===== src/rtl/id_ex_stage.sv =====
// ID/EX pipeline register with load-use hazard detection and WB write-through.
// Latency: 1 cycle from ID inputs to id_ex_* outputs when not stalled.
// Backpressure: ex_stall freezes the register; stall_id holds PC and IF/ID during ex_stall or a load-use hazard.
//
// Ports:
//   clk, rst_n                 clock, asynchronous active-low reset
//   id_*                       decoded instruction from the ID stage
//   wb_reg_write/wb_rd/wb_data register file write in flight (write-through source)
//   ex_stall, flush            EX busy (hold) / taken branch resolved in EX (squash)
//   id_ex_*                    registered instruction presented to EX
//   stall_id                   hold request to the front end
//   bubble_count               saturating count of load-use bubbles inserted
module id_ex_stage (
   input  logic        clk,
   input  logic        rst_n,
   input  logic        id_valid,
   input  logic [4:0]  id_rs1,
   input  logic [4:0]  id_rs2,
   input  logic [4:0]  id_rd,
   input  logic        id_uses_rs1,
   input  logic        id_uses_rs2,
   input  logic        id_reg_write,
   input  logic        id_mem_read,
   input  logic        id_mem_write,
   input  logic [3:0]  id_alu_op,
   input  logic [31:0] id_rs1_data,
   input  logic [31:0] id_rs2_data,
   input  logic [31:0] id_imm,
   input  logic [31:0] id_pc,
   input  logic        wb_reg_write,
   input  logic [4:0]  wb_rd,
   input  logic [31:0] wb_data,
   input  logic        ex_stall,
   input  logic        flush,
   output logic        id_ex_valid,
   output logic [4:0]  id_ex_rs1,
   output logic [4:0]  id_ex_rs2,
   output logic [4:0]  id_ex_rd,
   output logic        id_ex_reg_write,
   output logic        id_ex_mem_read,
   output logic        id_ex_mem_write,
   output logic [3:0]  id_ex_alu_op,
   output logic [31:0] id_ex_rs1_data,
   output logic [31:0] id_ex_rs2_data,
   output logic [31:0] id_ex_imm,
   output logic [31:0] id_ex_pc,
   output logic        stall_id,
   output logic [15:0] bubble_count
);

   logic        load_use;
   logic        rs1_hit;
   logic        rs2_hit;
   logic        wb_fwd_rs1;
   logic        wb_fwd_rs2;
   logic [31:0] rs1_data_in;
   logic [31:0] rs2_data_in;

   // A load in EX whose destination the ID instruction actually reads.
   assign rs1_hit  = id_uses_rs1 && (id_rs1 == id_ex_rd);
   assign rs2_hit  = id_uses_rs2 && (id_rs2 == id_ex_rd);
   assign load_use = id_ex_valid && id_ex_mem_read && (id_ex_rd != 5'd0) &&
                     id_valid && (rs1_hit || rs2_hit);

   // A flush kills the dependent instruction, so there is nothing to hold for.
   assign stall_id = ex_stall || (load_use && !flush);

   // The register file is written this same edge; take the new value directly.
   assign wb_fwd_rs1  = wb_reg_write && (wb_rd != 5'd0) && (wb_rd == id_rs1);
   assign wb_fwd_rs2  = wb_reg_write && (wb_rd != 5'd0) && (wb_rd == id_rs2);
   assign rs1_data_in = wb_fwd_rs1 ? wb_data : id_rs1_data;
   assign rs2_data_in = wb_fwd_rs2 ? wb_data : id_rs2_data;

   always_ff @(posedge clk or negedge rst_n) begin
      if (!rst_n) begin
         id_ex_valid     <= 1'b0;
         id_ex_rs1       <= 5'd0;
         id_ex_rs2       <= 5'd0;
         id_ex_rd        <= 5'd0;
         id_ex_reg_write <= 1'b0;
         id_ex_mem_read  <= 1'b0;
         id_ex_mem_write <= 1'b0;
         id_ex_alu_op    <= 4'd0;
         id_ex_rs1_data  <= 32'd0;
         id_ex_rs2_data  <= 32'd0;
         id_ex_imm       <= 32'd0;
         id_ex_pc        <= 32'd0;
         bubble_count    <= 16'd0;
      end else if (ex_stall) begin
         // Hold everything; a concurrent flush is dropped and the branch unit
         // reasserts it once EX frees up.
      end else if (flush || load_use) begin
         // Bubble: kill control and indices, leave the data fields as they were.
         id_ex_valid     <= 1'b0;
         id_ex_rs1       <= 5'd0;
         id_ex_rs2       <= 5'd0;
         id_ex_rd        <= 5'd0;
         id_ex_reg_write <= 1'b0;
         id_ex_mem_read  <= 1'b0;
         id_ex_mem_write <= 1'b0;
         id_ex_alu_op    <= 4'd0;
         // Only load-use bubbles are counted; flush takes priority.
         if (!flush && (bubble_count != 16'hFFFF)) begin
            bubble_count <= bubble_count + 16'd1;
         end
      end else begin
         id_ex_valid     <= id_valid;
         id_ex_rs1       <= id_rs1 & {5{id_valid}};
         id_ex_rs2       <= id_rs2 & {5{id_valid}};
         id_ex_rd        <= id_rd & {5{id_valid}};
         id_ex_reg_write <= id_reg_write & id_valid;
         id_ex_mem_read  <= id_mem_read & id_valid;
         id_ex_mem_write <= id_mem_write & id_valid;
         id_ex_alu_op    <= id_alu_op & {4{id_valid}};
         id_ex_rs1_data  <= rs1_data_in;
         id_ex_rs2_data  <= rs2_data_in;
         id_ex_imm       <= id_imm;
         id_ex_pc        <= id_pc;
      end
   end

endmodule


===== config.mk =====
export PLATFORM = sky130hd
export DESIGN_NAME = id_ex_stage
export DESIGN_NICKNAME = d
export VERILOG_FILES = /design/src/rtl/id_ex_stage.sv
export SDC_FILE = /design/constraint.sdc
export NUM_CORES = 1
export LEC_CHECK = 0
export CAP_MARGIN = 15
export CORE_UTILIZATION = 38
export DETAILED_ROUTE_END_ITERATION = 7
export PLACE_DENSITY = 0.77
export SLEW_MARGIN = 20
export SYNTH_ARGS = -nofsm -noshare
export SYNTH_HDL_FRONTEND = slang
export SYNTH_SLANG_ARGS = --single-unit

===== constraint.sdc =====
create_clock -name clk -period 2 [get_ports clk]
set_input_delay 0.6 -clock clk [delete_from_list [all_inputs] [get_ports clk]]
set_output_delay 0.6 -clock clk [all_outputs]
set_load 0.02 [all_outputs]

==> impl_metrics.toml <==
[yosys]
netlist_top_cells_count = "167 x dfrtp_1, 120 x mux2_4, 74 x mux2_2"
synth_area_leaders = "dfrtp_1 53%, mux2_4 23%, mux2_2 11%, a22o_1 2.4%, xnor2_1 1.9%"
synth_nets = 708
synth_seq_cells = 167
synth_cells = 512
synth_warnings = 0
yosys.area.top_type_share = 0.5277
avgSynthCellArea_sq_um = 15.47
async_reset_ff_frac = 1.000
synth_ff_type = "dfrtp_1"
syn-cell-area_sq_um = 7919
yosysSeqAreaShare = 0.5277
yosysUniqueCellTypes = 32
yosysTopAreaCell = "dfrtp_1"
synth_edf_count = 0
yosysMostFrequentCell = "dfrtp_1"

[pwr]
p_per_area_nw_per_um2 = 748.2
leakage_nw = 6.593
total_power_mw = 10.37
ir_drop_uv = 536.8

[floorplanning]
start_util = 0.3901
io_pins = 363
die_x_um = 146.4
die_h_um = 146.4
dieArea_sq_um = 21420
core_area_sq_um = 20300
fp-row-count = 52

[setup_path]
path_cells = "xnor2_2, nand4_1, o22ai_2, nand2_2, o21bai_4, buf_6"
worstReg2RegEnd = "id_ex_imm[29]$_DFFE_PN0P_"
required_ns = 1.40
crit_buf_inv = 1
max_stage_delay_ns = 0.45
crit_path_max_fanout = 3
regToRegSetupSlack_ns = -0.34
cp.arrival_ns = 1.83
critPathKind = "flip-flop to output pin"
ff2ff_path_depth = 11
cp_top_family = "flip-flops"
crit_path_end_kind = "output pin"
worstSetupStartpointType = "flip-flop"
slowest_stage = "dfrtp_2"
r2r-start = "id_ex_rd[4]$_DFFE_PN0N_"

[place]
dp_hpwl_mm = 17.30
placed_cells = 1186
routabilityCongestion = 0.8900
place_area_sq_um = 12480
portBuffers = 362
dpl_worst_slack_ns = -1.089

[grt]
antenna_found_initial = 0
grt_use_total = 0.2347
grt_max_degree = 48
first_global_vias = 6728
grt_overflow = 0
grt_pass1_wl_mm = 38.38

[cells_and_area]
final_layout_size_suffix_gt1_frac = 0.3891
final_nets = 1170
diodes = 0
syn_to_final_growth_pct = 75.04
final_cells = 1257
design_area_sq_um = 13860

[clocking]
clockBufferDepth = 2
cts.root.buffer_cell = "clkbuf_16"
clk_latency_ns = 0.42
h-tree-depth = 4
cts_buffers = 17
cts_hold_buf = 0
cts_tree = "done"
clk_pin_slew_ns = 0.07
cts_sinks = 167

[detailed_routing]
topRoutingLayerUsed = "met4"
vias = 6155
detail_route.wl_per_cell_um = 19.71
ant_nets = 0
met1Wirelength_mm = 9.912
dr_wl_met3_mm = 1.457
dr.pass1.iters = 4
routed_wl_mm = 24.77
routed_via_density = 4.897
dr_wl_met2_mm = 12.78
drt-initial-drc-count = 155
drcViolationCount = 0

[timing]
period_share = 1.217
slew_viol_final = 0
fmax_ghz = 0.4109
tightest_slew_ns = 0.5086
setup-violations-final = 136
period_minus_slack_ns = 2.434
hold_viol = 0
finalClockSkew_ns = 0.007739
rsz0062_at_grt = "yes"
slew_headroom = 0.6610
timing.final.ws_setup_ns = -0.4339
holdWs_ns = 0.1232

[hold_path]
hp-class = "input port to async pin"

[flow_run]
max-cap-violations = 0

[run_status]
status = "finished, violations left"
violations = "negative setup slack"
registers in the layout, indices dropped and copies added (netlist names):
register and cells:
bubble_count 16, id_ex_alu_op 4, id_ex_imm 32, id_ex_mem_read 1, id_ex_mem_write 1, id_ex_pc 32
id_ex_rd 5, id_ex_reg_write 1, id_ex_rs1 5, id_ex_rs1_data 32, id_ex_rs2 5, id_ex_rs2_data 32
id_ex_valid 1
layout make-up:
type | instances | area [sq um]
fill | 1479 | 6439
multi-input combinational | 318 | 3820
clock inverter | 14 | 177.7
timing repair buffer | 470 | 4906
sequential | 167 | 4180
tap | 270 | 337.8
clock buffer | 18 | 439.2
worst reg2reg max path, cell delays in order, from the launching register on:
cell	delay [ns]
dfrtp_2	0.45
xnor2_2	0.18
nand4_1	0.18
o22ai_2	0.25
buf_4	0.15
buf_6	0.10
a21oi_4	0.05
buf_12	0.14
buf_12	0.15
buf_12	0.14
buf_16	0.14
mux2_4	0.29
logic make-up (layout without fill, tap and decap cells):
kind of cell    Yosys count  in the layout  synth area share
simple gates             58             58           0.04566
fa+ha+maj                 1              1          0.001580
mux                     194            194            0.3328
flops                   167            167            0.5277
compound gates           31             31           0.03176
xor+xnor                 34             34           0.03760
buf+inv                  27            502           0.02291
worst max path at each step:
| stage | startpoint | to | slack, ns | depth (start not counted) |
|---|---|---|---|---|
| after global routing | id_ex_rd[2]$_DFFE_PN0N_ | stall_id | -0.51 | 6 |
| after global placement | id_rs1[2] | stall_id | -1.07 | 7 |
| after detailed placement | id_rs1[2] | stall_id | -1.09 | 7 |
| after floorplan | wb_rd[1] | id_ex_rs1_data[29]$_DFFE_PN0P_ | -0.18 | 6 |
| final | id_ex_rd[4]$_DFFE_PN0N_ | stall_id | -0.43 | 6 |
| after CTS | id_ex_rd[1]$_DFFE_PN0N_ | stall_id | -0.43 | 6 |
metrics by stage:
step           TNS, ns  utilization
3_5_place_dp   -110.64       0.6146
6_report        -30.83       0.6828
3_3_place_gp   -107.37       0.6146
5_1_grt         -39.97       0.6828
4_1_cts         -27.77       0.6740
2_1_floorplan   -13.49            -
routing by layer:
metal,global-route usage,vias up
met2,0.4124,243
met1,0.2813,3064
met5,0,-
met3,0.05719,42
li1,-,2806
met4,0.07604,0
report_power, final:
group          total [mW]  switching (mW)  internal, mW
Clock                3.48            1.54          1.94
Sequential           4.01           0.217          3.80
Combinational        2.88            1.26          1.62
Total                10.4            3.02          7.35
cell usage in the layout, fill, tap and decap left out, types with 17 or more instances in the layout:
cell type        count
clkdlybuf4s50_1    193
dfrtp_1            166
mux2_4             132
dlygate4sd2_1      130
mux2_2              62
buf_4               48
buf_6               30
dlymetal6s2s_1      24
a22o_1              22
buf_12              18
clkbuf_16           17
repair_timing:
action,4_1_cts,5_1_grt
endpoints found under the hold margin,0,0
cloned,12,0
pin swaps,16,5
endpoints found under the setup margin,270,205
setup buffers,24,4
gates resized for setup,235,55
Power figures use the tool's default switching activity.
